==> src/rtl/dmem_bridge.sv <==
// dmem_bridge: turns the MIPS M-stage data access into a single-outstanding
// request/response bus transaction. It stalls the pipeline until the access
// completes and maps kseg0/kseg1 virtual addresses to physical addresses.
module dmem_bridge #(
    parameter bit KSEG_XLATE = 1'b1
) (
    input  logic        clk,
    input  logic        rst,
    input  logic        cpu_en,
    input  logic [3:0]  cpu_wen,
    input  logic [31:0] cpu_addr,
    input  logic [31:0] cpu_wdata,
    output logic [31:0] cpu_rdata,
    output logic        cpu_stall,
    output logic        bus_req,
    output logic        bus_wr,
    output logic [3:0]  bus_wstrb,
    output logic [31:0] bus_addr,
    output logic [31:0] bus_wdata,
    input  logic        bus_addr_ok,
    input  logic        bus_data_ok,
    input  logic [31:0] bus_rdata
);

    typedef enum logic [1:0] {
        IDLE = 2'd0,
        ADDR = 2'd1,
        DATA = 2'd2,
        DONE = 2'd3
    } state_t;

    state_t      r_state;
    logic        r_bus_req;
    logic        r_bus_wr;
    logic [3:0]  r_bus_wstrb;
    logic [31:0] r_bus_addr;
    logic [31:0] r_bus_wdata;
    logic [31:0] r_cpu_rdata;
    logic [31:0] w_phys_addr;

    // kseg0 (0x8...) and kseg1 (0xA...) both live where bits [31:30] = 2'b10;
    // clearing [31:29] folds them onto the same low physical window.
    assign w_phys_addr = (KSEG_XLATE && (cpu_addr[31:30] == 2'b10))
                       ? {3'b000, cpu_addr[28:0]}
                       : cpu_addr;

    // Stall is combinational so the pipeline freezes in the very cycle the
    // access is presented; DONE releases it for exactly one cycle.
    assign cpu_stall = ((r_state == IDLE) && cpu_en)
                     || (r_state == ADDR)
                     || (r_state == DATA);

    // Request FSM: capture in IDLE, hold the request until accepted, then wait
    // for the response. Bus outputs only change on capture, so they stay stable
    // while the request waits for acceptance.
    always_ff @(posedge clk or posedge rst) begin
        if (rst) begin
            r_state     <= IDLE;
            r_bus_req   <= 1'b0;
            r_bus_wr    <= 1'b0;
            r_bus_wstrb <= 4'h0;
            r_bus_addr  <= 32'h0;
            r_bus_wdata <= 32'h0;
            r_cpu_rdata <= 32'h0;
        end else begin
            case (r_state)
                IDLE: begin
                    if (cpu_en) begin
                        r_bus_wr    <= |cpu_wen;
                        r_bus_wstrb <= cpu_wen;
                        r_bus_addr  <= w_phys_addr;
                        r_bus_wdata <= cpu_wdata;
                        r_bus_req   <= 1'b1;
                        r_state     <= ADDR;
                    end
                end
                ADDR: begin
                    // A response without acceptance is meaningless and ignored.
                    if (bus_addr_ok) begin
                        r_bus_req <= 1'b0;
                        if (bus_data_ok) begin
                            if (!r_bus_wr) begin
                                r_cpu_rdata <= bus_rdata;
                            end
                            r_state <= DONE;
                        end else begin
                            r_state <= DATA;
                        end
                    end
                end
                DATA: begin
                    if (bus_data_ok) begin
                        if (!r_bus_wr) begin
                            r_cpu_rdata <= bus_rdata;
                        end
                        r_state <= DONE;
                    end
                end
                DONE: begin
                    // Always pass through IDLE so a held cpu_en cannot issue a
                    // duplicate request in the release cycle.
                    r_state <= IDLE;
                end
                default: begin
                    r_state <= IDLE;
                end
            endcase
        end
    end

    assign bus_req   = r_bus_req;
    assign bus_wr    = r_bus_wr;
    assign bus_wstrb = r_bus_wstrb;
    assign bus_addr  = r_bus_addr;
    assign bus_wdata = r_bus_wdata;
    assign cpu_rdata = r_cpu_rdata;

endmodule

==> config.mk <==
export PLATFORM = sky130hd
export DESIGN_NAME = dmem_bridge
export DESIGN_NICKNAME = d
export VERILOG_FILES = /design/src/rtl/dmem_bridge.sv
export SDC_FILE = /design/constraint.sdc
export NUM_CORES = 1
export LEC_CHECK = 0
export CORE_MARGIN = 3
export CORE_UTILIZATION = 25
export CTS_BUF_LIST = sky130_fd_sc_hd__clkbuf_8
export DETAILED_ROUTE_END_ITERATION = 10
export PLACE_DENSITY = 0.63
export SYNTH_ARGS = -nofsm -noshare
export SYNTH_HDL_FRONTEND = slang
export SYNTH_SLANG_ARGS = --single-unit
==> constraint.sdc <==
create_clock -name clk -period 4.74 [get_ports clk]
set_input_delay 1.185 -clock clk [delete_from_list [all_inputs] [get_ports clk]]
set_output_delay 1.185 -clock clk [all_outputs]
set_load 0.01 [all_outputs]
==> summary.json <==
{
  "synth_most_common_cell": "dfrtp_1",
  "power.internal_w": 0.00295,
  "via_count_of_the_first_global_routing_pass": 3124,
  "worst_path_clk_slew_ps": 90,
  "p_sw_w": 0.00126,
  "tritoncts_clock_tree": "yes",
  "share_clk_of_total_power": 0.141,
  "die_h_um": 132,
  "outcome": "finished clean",
  "post_cts_resized": 0,
  "synth_async_sr_flop_share": 1.00,
  "avgViaCountPerCell": 4.12,
  "tns_ps": 0,
  "cts_root_buffer_type": "clkbuf_8",
  "post_synth_num_cell_types": 18,
  "cts-htree-levels": 3,
  "fin_crit_sh": 0.756,
  "power.ir.vdd_worst_uv": 306,
  "syn-num-nets": 356,
  "grt_start_max_net_pins": 77,
  "holdBufCountCts": 0,
  "synthTopCellsByCount": "104 x dfrtp_1, 97 x mux2_2, 7 x buf_2, 7 x nand2_1, 6 x o21ai_0",
  "synth_area_per_cell_um2": 16.2,
  "starting_density_of_the_core": 0.259,
  "drt_iter0_markers": 60,
  "io_pins": 208,
  "drt_first_pass_iters": 4,
  "synth-edff-count": 0,
  "total_die_area_mm2": 0.0176,
  "drive_gt1_frac": 0.254,
  "die_x_um": 132,
  "yosys_warnings": 0,
  "grt_remaining_overflow": 0,
  "final_max_slew_viol_count": 0,
  "maximum_clock_insertion_buffer_count": 2,
  "final_period_minus_worst_setup_slack_ps": 3580,
  "place_worst_setup_slack_ps": 1150,
  "synthCells": 247,
  "numCtsBuffers": 9,
  "dp_hpwl_mm": 7.52,
  "cts_sinks": 104,
  "fin_ws_ps": 1160,
  "synthDominantAreaCellType": "dfrtp_1",
  "synth_sequential_area_ratio": 0.651,
  "p_per_area_mw_per_mm2": 646,
  "mappedNetlistArea_mm2": 0.00400,
  "first_pass_grt_wire_length_mm": 16.6,
  "routed-via-count": 2783,
  "final_nets": 568,
  "clk-insertion-delay-late_ps": 370,
  "path_max_fanout": 3,
  "worstSetupPathType": "in2out",
  "p_seq_frac": 0.373,
  "timing.clock.skew_ps": 8.98,
  "hold_ws_ps": 487,
  "report.final.hold_viol_count": 0,
  "gp_congestion": 0.725,
  "syn_to_final_growth_pct": 62.9,
  "p_comb_frac": 0.485,
  "cellLeakagePower_nw": 2.70,
  "number_of_antenna_violations_at_the_first_check_in_global_routing": 0,
  "critPathArrivalTime_ps": 2400,
  "crit_path_end_kind": "output port",
  "ys_top_cells_by_area": "dfrtp_1 65%, mux2_2 27%, ha_1 1.3%",
  "worstMarginPinSlew_ps": 947,
  "grtUsageTotal": 0.119,
  "totalWireLength_mm": 10.2,
  "synth_top_flop_cell": "dfrtp_1",
  "postCtsSetupBuffers": 0,
  "timing.slew.headroom": 0.369,
  "count_of_port_buffers_added_during_placement": 207,
  "netSwitchingFraction": 0.299,
  "flop_and_latch_count_out_of_synthesis": 104,
  "cp-start-kind": "input pin",
  "drc_errors": 0,
  "clock.fmax_ghz": 0.279,
  "final-setup-viol-count": 0,
  "n_antenna_cell": 0,
  "yosysTopAreaCellShare": 0.651,
  "critical_path_required_ps": 3560,
  "wl_per_cell_um": 15.1,
  "route.antenna.remaining_nets": 0,
  "maxCapViolations": 0,
  "floorplan.core_area_mm2": 0.0154,
  "timing.hold.worst.class": "reg2reg",
  "rsz0062_at_grt": "false",
  "rows": 45
}
## state kept, by name, indices dropped and copies added, names as in the netlist
name / cells
bus_wdata: 32
bus_wr: 1
bus_req: 1
r_state: 2
bus_wstrb: 4
cpu_rdata: 32
bus_addr: 32
## kinds of logic after synthesis
| family | Yosys count | synth area share |
|---|---|---|
| DFF | 104 | 0.651 |
| muxes | 99 | 0.279 |
| and+or+nand+nor | 16 | 0.0235 |
| buffers and inverters | 15 | 0.0219 |
| AOI/OAI and AO/OA | 9 | 0.0128 |
| adders and majority gates | 4 | 0.0125 |
## worst max-delay path, stage by stage
cell,delay [ps]
clkdlybuf4s50_1,520
nand2_2,80
nand2_1,60
clkdlybuf4s50_1,560
## per-layer routing
layer / track usage / part of all wire / vias to the layer above
met5: 0 / 0 / -
met4: 0.0427 / 0.017 / 0
met3: 0.0510 / 0.088 / 13
met2: 0.198 / 0.50 / 121
met1: 0.136 / 0.39 / 1367
li1: - / - / 1282
## worst paths after layout
kind | startpoint | end | slack (ps) | depth (start not counted)
setup / recovery | cpu_en | cpu_stall | 1160 | 4
hold / removal | bus_addr[29] | bus_addr[29] | 490 | 2
setup reg to reg | r_state[0] | bus_wdata[10] | 2630 | 5
hold reg to reg | bus_addr[29] | bus_addr[29] | 490 | 2
max in group asynchronous | rst | bus_addr[20] | 2540 | 3
min in group asynchronous | rst | bus_addr[0] | 1380 | 2
## power by group through the flow
stage / Combinational [W] / Sequential, W / Clock [W]
2_1_floorplan: 0.000715 / 0.00179 / 0
3_3_place_gp: 0.00205 / 0.00157 / 0
3_5_place_dp: 0.00208 / 0.00159 / 0
4_1_cts: 0.00209 / 0.00158 / 0.000629
5_1_grt: 0.00219 / 0.00164 / 0.000664
6_report: 0.00205 / 0.00157 / 0.000595
## area by class of cell
| type | instances | area, um2 |
|---|---|---|
| flip-flops and latches | 104 | 2600 |
| well taps | 211 | 264 |
| multi-input cells | 128 | 1310 |
| clock inverters | 6 | 76.3 |
| fillers | 1485 | 8910 |
| inverters | 5 | 21.3 |
| repair buffers | 211 | 2100 |
| clock buffers | 10 | 138 |
## placed cells by master (no fill, tap or decap), types with 2 or more instances in the layout
master	Yosys	final
nand2_1	7	6
ha_1	4	4
mux2_1	2	2
nor4_1	2	2
clkbuf_8	0	10
inv_1	5	7
clkdlybuf4s50_1	0	207
nor2b_1	2	2
dfrtp_1	104	104
bufinv_16	0	2
buf_4	0	4
mux2_2	97	97
nor2_1	2	2
o21ai_0	6	6
## per-stage QoR
step	std cells	cell area, um2	util	total power [W]
finish	675	6520	0.422	0.00421
global route	675	6520	0.422	0.00449
CTS	675	6520	0.422	0.00430
detailed placement	659	6300	0.409	0.00368
global placement	659	6300	0.409	0.00362
floorplan	247	4000	-	0.00250
(Power assumes the default switching activity.)
